===== config.mk =====
export PLATFORM = sky130hd
export DESIGN_NAME = mem_read_data_decoder
export DESIGN_NICKNAME = d
export VERILOG_FILES = /design/src/rtl/mem_read_data_decoder.sv
export SDC_FILE = /design/constraint.sdc
export NUM_CORES = 1
export LEC_CHECK = 0
export BUFFER_PORTS_ARGS = -buffer_cell sky130_fd_sc_hd__buf_2
export CAP_MARGIN = 5
export CORE_UTILIZATION = 56
export DETAILED_ROUTE_END_ITERATION = 8
export PLACE_DENSITY = 0.88
export SLEW_MARGIN = 20
export SYNTH_ARGS = -nofsm -noshare
export SYNTH_HDL_FRONTEND = slang
export SYNTH_SLANG_ARGS = --single-unit
export TNS_END_PERCENT = 20

===== constraint.sdc =====
create_clock -name clk -period 4.1 [get_ports clk]
set_input_delay 0 -clock clk [delete_from_list [all_inputs] [get_ports clk]]
set_output_delay 0 -clock clk [all_outputs]
set_load 0.1 [all_outputs]

===== src/rtl/mem_read_data_decoder.sv =====
// -----------------------------------------------------------------------------
// mem_read_data_decoder
//
// Load-side data formatter. Load descriptors (byte offset, access size,
// signedness, destination tag) are queued when the load issues. Raw 32-bit
// memory words are matched to descriptors in strict FIFO order as they
// return. The addressed byte or halfword is extracted using the big-endian
// lane map shared with the store encoder, and is then zero- or sign-extended.
//
// Optional feature macro: MEM_READ_DEC_ALIGN_CHECK_EN
//   defined   : misaligned or reserved accesses are flagged on ld_err and
//               return zero data (the memory response is still consumed).
//   undefined : ld_err is always 0 and addresses are forced into alignment
//               (half uses offset[1], word ignores offset, size 3 = word).
//
// Parameters
//   DEPTH  descriptor queue entries (power of 2, >= 2)
//   TAGW   destination-register tag width
//
// Ports
//   clk         in   1     rising-edge clock
//   rst_n       in   1     asynchronous active-low reset
//   req_valid   in   1     load issued this cycle
//   req_ready   out  1     descriptor queue can accept
//   req_offset  in   2     byte address [1:0]
//   req_size    in   2     0=word 1=half 2=byte 3=reserved
//   req_signed  in   1     1=sign-extend, 0=zero-extend
//   req_tag     in   TAGW  destination register
//   mem_rvalid  in   1     memory read data valid
//   mem_rdata   in   32    raw memory word
//   ld_valid    out  1     decoded result valid (one-cycle pulse)
//   ld_data     out  32    extended load result
//   ld_tag      out  TAGW  tag of the popped descriptor
//   ld_err      out  1     misaligned / reserved access
//   proto_err   out  1     sticky: response arrived with queue empty
// -----------------------------------------------------------------------------
module mem_read_data_decoder #(
  parameter int DEPTH = 2,
  parameter int TAGW  = 5
) (
  input  logic            clk,
  input  logic            rst_n,
  input  logic            req_valid,
  output logic            req_ready,
  input  logic [1:0]      req_offset,
  input  logic [1:0]      req_size,
  input  logic            req_signed,
  input  logic [TAGW-1:0] req_tag,
  input  logic            mem_rvalid,
  input  logic [31:0]     mem_rdata,
  output logic            ld_valid,
  output logic [31:0]     ld_data,
  output logic [TAGW-1:0] ld_tag,
  output logic            ld_err,
  output logic            proto_err
);

  localparam int PW = (DEPTH > 1) ? $clog2(DEPTH) : 1;
  localparam int CW = PW + 1;
  localparam logic [PW-1:0] PTR_ONE   = PW'(1);
  localparam logic [CW-1:0] CNT_ONE   = CW'(1);
  localparam logic [CW-1:0] CNT_DEPTH = CW'(DEPTH);

  // Extract the addressed field (big-endian lanes) and extend it.
  // Size 3 decodes as a word; when alignment checking is enabled such
  // requests never reach here with their data used.
  function automatic logic [31:0] f_extract(
    input logic [31:0] d,
    input logic [1:0]  off,
    input logic [1:0]  size,
    input logic        sgn
  );
    logic [7:0]  b;
    logic [15:0] h;
    logic [31:0] r;
    case (off)
      2'd0:    b = d[31:24];
      2'd1:    b = d[23:16];
      2'd2:    b = d[15:8];
      default: b = d[7:0];
    endcase
    // Only offset[1] selects the half, which also forces alignment.
    h = off[1] ? d[15:0] : d[31:16];
    case (size)
      2'd1:    r = {{16{sgn & h[15]}}, h};
      2'd2:    r = {{24{sgn & b[7]}}, b};
      default: r = d;
    endcase
    return r;
  endfunction

  // Misaligned word/half or reserved size.
  function automatic logic f_misaligned(
    input logic [1:0] off,
    input logic [1:0] size
  );
    logic e;
    case (size)
      2'd0:    e = (off != 2'd0);
      2'd1:    e = off[0];
      2'd2:    e = 1'b0;
      default: e = 1'b1;
    endcase
    return e;
  endfunction

  logic [1:0]      r_q_off  [DEPTH];
  logic [1:0]      r_q_size [DEPTH];
  logic            r_q_sgn  [DEPTH];
  logic [TAGW-1:0] r_q_tag  [DEPTH];
`ifdef MEM_READ_DEC_ALIGN_CHECK_EN
  logic            r_q_err  [DEPTH];
`endif

  logic [PW-1:0]   r_wr_ptr;
  logic [PW-1:0]   r_rd_ptr;
  logic [CW-1:0]   r_count;

  logic            r_ld_valid;
  logic [31:0]     r_ld_data;
  logic [TAGW-1:0] r_ld_tag;
  logic            r_ld_err;
  logic            r_proto_err;

  logic            w_empty;
  logic            w_push;
  logic            w_pop;
  logic [31:0]     w_dec;

  // Ready is computed from the registered count, before any same-cycle pop.
  assign req_ready = (r_count < CNT_DEPTH);
  assign w_empty   = (r_count == {CW{1'b0}});
  assign w_push    = req_valid && req_ready;
  assign w_pop     = mem_rvalid && !w_empty;
  assign w_dec     = f_extract(mem_rdata, r_q_off[r_rd_ptr], r_q_size[r_rd_ptr],
                               r_q_sgn[r_rd_ptr]);

  // Queue pointers and occupancy.
  always_ff @(posedge clk or negedge rst_n) begin
    if (!rst_n) begin
      r_wr_ptr <= {PW{1'b0}};
      r_rd_ptr <= {PW{1'b0}};
      r_count  <= {CW{1'b0}};
    end else begin
      if (w_push) begin
        r_wr_ptr <= r_wr_ptr + PTR_ONE;
      end
      if (w_pop) begin
        r_rd_ptr <= r_rd_ptr + PTR_ONE;
      end
      case ({w_push, w_pop})
        2'b10:   r_count <= r_count + CNT_ONE;
        2'b01:   r_count <= r_count - CNT_ONE;
        default: r_count <= r_count;
      endcase
    end
  end

  // Descriptor storage, written at the tail on push.
  always_ff @(posedge clk or negedge rst_n) begin
    if (!rst_n) begin
      for (int i = 0; i < DEPTH; i++) begin
        r_q_off[i]  <= 2'd0;
        r_q_size[i] <= 2'd0;
        r_q_sgn[i]  <= 1'b0;
        r_q_tag[i]  <= {TAGW{1'b0}};
`ifdef MEM_READ_DEC_ALIGN_CHECK_EN
        r_q_err[i]  <= 1'b0;
`endif
      end
    end else if (w_push) begin
      r_q_off[r_wr_ptr]  <= req_offset;
      r_q_size[r_wr_ptr] <= req_size;
      r_q_sgn[r_wr_ptr]  <= req_signed;
      r_q_tag[r_wr_ptr]  <= req_tag;
`ifdef MEM_READ_DEC_ALIGN_CHECK_EN
      r_q_err[r_wr_ptr]  <= f_misaligned(req_offset, req_size);
`endif
    end
  end

  // Registered load result; data/tag hold between pops.
  always_ff @(posedge clk or negedge rst_n) begin
    if (!rst_n) begin
      r_ld_valid <= 1'b0;
      r_ld_data  <= 32'd0;
      r_ld_tag   <= {TAGW{1'b0}};
      r_ld_err   <= 1'b0;
    end else begin
      r_ld_valid <= w_pop;
      if (w_pop) begin
        r_ld_tag <= r_q_tag[r_rd_ptr];
`ifdef MEM_READ_DEC_ALIGN_CHECK_EN
        if (r_q_err[r_rd_ptr]) begin
          r_ld_data <= 32'd0;
          r_ld_err  <= 1'b1;
        end else begin
          r_ld_data <= w_dec;
          r_ld_err  <= 1'b0;
        end
`else
        r_ld_data <= w_dec;
        r_ld_err  <= 1'b0;
`endif
      end
    end
  end

  // Sticky protocol error: response with nothing outstanding.
  always_ff @(posedge clk or negedge rst_n) begin
    if (!rst_n) begin
      r_proto_err <= 1'b0;
    end else if (mem_rvalid && w_empty) begin
      r_proto_err <= 1'b1;
    end
  end

  assign ld_valid  = r_ld_valid;
  assign ld_data   = r_ld_data;
  assign ld_tag    = r_ld_tag;
  assign ld_err    = r_ld_err;
  assign proto_err = r_proto_err;

endmodule


After elaboration in Yosys (flattened, before gate mapping)
Cells that the tools add are included.
Storage, ports and cells
  register bits: 63
  bits of input ports: 46
  output and inout port bits: 41
  logic and storage cells: 67
Operators by class
  add/sub/neg operators: 4
  $lt $le $gt $ge: 4
  equality and inequality tests: 6
  mux-type cells: 26
  bitwise logic cells: 4
  reductions and logical operators: 8
Operators by type and width (count)
  $pmux 32 s2: 1
  $pmux 8 s3: 1
  $mux 5: 4
  $mux 16: 1
  $mux 2: 7
  $bwmux 10: 1
  $bwmux 4: 2
  $eq 2x1->1 const B: 3
  $eq 2x2->1 const B: 3
  $demux 5 s1: 1
  $ge 2x2->1 const B: 2
  $logic_and 1x1->1: 4
  $logic_not 2->1: 2
  $mux 1: 4
  $not 1->2: 2
  $pmux 2 s2: 1
  $add 1x1->1 const B: 2
  $add 2x1->2 const B: 1
  $and 1x1->1: 2
  $bwmux 2: 1
  $demux 2 s1: 1
  $lt 2x1->1 const B: 1
  $lt 2x2->1 const B: 1
  $reduce_bool 2->1: 1
  3 further kinds: 3

Longest topological paths before layout
  word-level depth: 8
  depth in mapped cells: 12
  depth with buffers taken out: 8

Worst setup path after synthesis
Ideal clock, no wire load.
  path kind: register to register
  start point: register r_count[1]
  end point: register r_q_off[2] (netlist name)
  library setup time: 125 ps
  arrival time: 2166 ps
  data required time: 3975 ps
  path slack: 1809 ps
  stages on the path, launching flop included: 5
  path buffers: 0
  period minus slack after synthesis: 2291 ps
  cell sequence: dfrtp_1 inv_1 nand2_1 nor2_1 mux2_2
On the way
  word-level cells in the longest chain between the ends: 2
RTL lines
  start: declaration: line 117  | logic [CW-1:0] r_count;
  start signal: assignment: line 143  | r_count <= {CW{1'b0}};
  start signal: assignment: line 152  | 2'b10: r_count <= r_count + CNT_ONE;
  start signal: assignment: line 153  | 2'b01: r_count <= r_count - CNT_ONE;
  $lt 2x2->1: line 131  | assign req_ready = (r_count < CNT_DEPTH);
  named net req_ready: line 44  | output logic req_ready,
  $logic_and 1x1->1: line 133  | assign w_push = req_valid && req_ready;
  end signal: indexed assignment: line 172  | r_q_off[r_wr_ptr] <= req_offset;
  end: declaration: line 107  | logic [1:0] r_q_off [DEPTH];
The timed path passes the listed nets, and every way through them passes these cells.
A chain may end at the register's enable or synchronous reset.

Worst setup path in the final report
  start point: register r_rd_ptr
  end point: register r_ld_data[4] (netlist: ld_data[4])
On the way
  word-level cells in the longest chain between the ends: 7
  elaborated cells on any way between the ends: 15
RTL lines
  start: declaration: line 116  | logic [PW-1:0] r_rd_ptr;
  start signal: assignment: line 142  | r_rd_ptr <= {PW{1'b0}};
  start signal: assignment: line 149  | r_rd_ptr <= r_rd_ptr + PTR_ONE;
  $not 1->2 (implied by the code) (*): line 135  | assign w_dec = f_extract(mem_rdata, r_q_off[r_rd_ptr], r_q_size[r_rd_ptr],
  $mux 2 (implied by the code) (3 in a row): line 135
  $eq 2x2->1, or another cell as far along: line 76  | case (off)
  $pmux 8 s3: line 76
  $pmux 32 s2 (*): line 84  | case (size)
  end signal: assignment: line 202  | r_ld_data <= w_dec;
  end: declaration: line 120  | logic [31:0] r_ld_data;
Mark *: on every way between the ends. The rest lies on a longest branch, timed or not. The select of a mux whose other input is x is not followed.

==> impl_metrics.ini <==
[synthesis]
synth_compound_area_share_pct = 16.4
postSynthCellCount = 307
yosys_warnings = 0
ys_types = 38
ys_ff_latch = 63
syn-cell-area_um2 = 3120
seq_area_frac_synth_pct = 50.5
synth_area_per_cell_um2 = 10.2
synth_top_family_by_area = compound AO/OA/AOI/OAI gates
syn_nets = 356
synthAdderAreaFrac_pct = 1.20
yosys.area_share.simple_pct = 15.4
synth_xor_area_share_pct = 1.40
synth_mux_area_share_pct = 11.5

[clock_tree]
cts_tree = done
clk_transition_reported_paths_ps = 70
worst_skew_pair.late_latency_ps = 350
htreeDepth = 3
root_buffer = clkbuf_8
cts_buffers = 9
cts-resized-gates = 0
cts_buffer_depth = 2
cts_sinks = 63

[critical_path]
cp.arrival_ps = 3770
critPathKind = flip-flop to flip-flop
r2r_slack_ps = 560
critPathTopFamily = adder cells
critPathBufInv = 2
cpMaxStageDelayCell = ha_1
cpPeakStageDelay_ps = 940
crit_required_ps = 4340
path_max_fanout = 31
crit_chain = mux2i_1, inv_1, ha_1, or2_2, o211ai_1, dlygate4sd3_1
cp-end-kind = flip-flop
startpoint_type = flip-flop

[layout]
layout-drive-gt1-share_pct = 32.5
diodes = 0
register_area_um2 = 1580
area_growth_pct = 33.3
fin_nets = 475
fill_cells = 310
multi_input_area_um2 = 1440
fin_cells = 501
postLayoutCellArea_um2 = 4160

[drt]
wl_per_cell_um = 16.9
drt_iter0_markers = 371
drc_errors = 0
drtAntennaViolNets = 0
drt_pass1_iterations = 5
vias_per_cell = 5.82
finalWirelength_mm = 8.45
vias = 2914

[die]
io_pins = 87
core_area_um2 = 5240
die_area_um2 = 5880
die_x_um = 76.7
start_util_pct = 59.6
dieHeight_um = 76.7
num_rows = 26

[timing]
setup-violations-final = 0
worst_pin_slew_ps = 976
rsz0062_at_grt = false
fin_tns_setup_ps = 0
fin_crit_sh_pct = 86.2
slew_viol_final = 0
fin_skew_ps = 8.37
hold_viol = 0
relSlewSlack_pct = 34.9
period_minus_slack_ps = 3540
timing.fmax_mhz = 283

[global_route]
first_global_vias = 2806
globalRouteOverflowTotal = 0
grt_max_degree = 64
grtUsageTotal_pct = 31.5
antenna_found_initial = 0
grt_pass1_wl_mm = 14.3

[placement]
port_buffers = 85
dp.cells = 449
hpwlAfterDp_mm = 5.13
place_congestion = 0.848
placement.cell_area_um2 = 3580

[outcome]
status = finished clean

[worst_hold_path]
hold_path.class = primary input to flip-flop

[run]
cap_violations = 0
## worst min-delay path: cells and delay by family
kind | cells | cell delay [ps]
compound gates | 1 | 70
buf+inv | 1 | 90
simple gates | 2 | 170
## flip-flops by register name, indices dropped and copies added, names as in the netlist, 2 cells and up
| register | cells |
|---|---|
| ld_data | 32 |
| ld_tag | 5 |
| r_count | 2 |
| r_q_off | 4 |
| r_q_sgn | 2 |
| r_q_size | 4 |
| r_q_tag | 10 |
## timing repair
item,CTS,global route
hold endpoints to repair,107,0
setup buffers,0,0
hold buffers,36,0
## worst paths after layout
kind	from	to	depth (start not counted)
worst max-delay path	r_rd_ptr	ld_data[4]	6
worst min-delay path	mem_rdata[14]	ld_data[14]	4
worst max register to register	r_rd_ptr	ld_data[4]	6
worst min register to register	proto_err	proto_err	1
max in group asynchronous	rst_n	proto_err	3
min in group asynchronous	rst_n	r_q_size[0]	3
## cells in the mapped netlist
library cell	number	area, µm²
a2111oi_4	1	27.5
a211o_1	1	8.76
a211oi_1	7	52.6
a21o_1	2	15.0
a21oi_1	13	65.1
a21oi_2	10	87.6
a221oi_4	1	26.3
a31oi_1	7	43.8
buf_1	1	3.75
buf_4	2	15.0
buf_6	2	22.5
clkbuf_1	12	45.0
clkinv_1	1	3.75
conb_1	1	3.75
dfrtp_1	63	1580
ha_1	3	37.5
inv_1	4	15.0
mux2_2	20	225
mux2_4	1	15.0
mux2i_1	12	120
nand2_1	53	199
nand3_1	8	40.0
nand3b_1	11	82.6
nor2_1	30	113
nor2b_1	2	12.5
nor3_1	3	15.0
nor3b_1	1	7.51
o211a_1	1	10.0
o211ai_1	6	45.0
o21a_1	1	7.51
o21ai_0	15	75.1
o21ai_1	1	5.00
o21ai_2	1	8.76
o21bai_1	1	7.51
o22ai_1	1	6.26
o311a_4	1	21.3
or2_2	2	12.5
xnor2_1	5	43.8
## per-layer routing
metal	vias to the layer above	GRT usage [%]	part of all wire [%]
li1	1309	-	-
met1	1367	42.3	41
met2	202	48.7	46
met3	36	6.55	9.5
met4	0	15.8	3.8
met5	-	0	0
## layout by cell type (no fill, tap or decap), drive strengths merged, types with 6 or more instances in the layout
master / synthesis / layout
a211oi: 7 / 7
a21oi: 23 / 23
a31oi: 7 / 7
buf: 5 / 89
clkbuf: 12 / 13
dfrtp: 63 / 63
dlygate4sd3: 0 / 36
mux2: 21 / 21
mux2i: 12 / 12
nand2: 53 / 53
nand3: 8 / 8
nand3b: 11 / 11
nor2: 30 / 30
o211ai: 6 / 6
o21ai: 17 / 17
## cell type report
class | count | share of cell area (%)
Clock buffer | 13 | 3.82
Clock inverter | 3 | 1.56
Inverter | 5 | 0.451
Multi-Input combinational cell | 222 | 34.6
Sequential cell | 63 | 37.9
Tap cell | 70 | 2.10
Timing Repair Buffer | 125 | 19.6
## cells by family after synthesis
kind of cell,count (synthesis)
buf+inv,22
other cells,1
mux,33
fa+ha+maj,3
compound gates,70
xor+xnor,5
flops,63
simple gates,110
## per-stage QoR
stage	worst slack [ps]	hold WS, ps	util, %
after floorplan	1810	-296	-
after global placement	1240	204	68.3
after detailed placement	1090	218	68.3
after CTS	638	14.3	79.5
after global routing	337	41.2	79.5
final	564	23.8	79.5
Power is left out: the tool's default activity adds up to more than one toggle a clock period on the data nets, which glitch-free logic cannot reach.
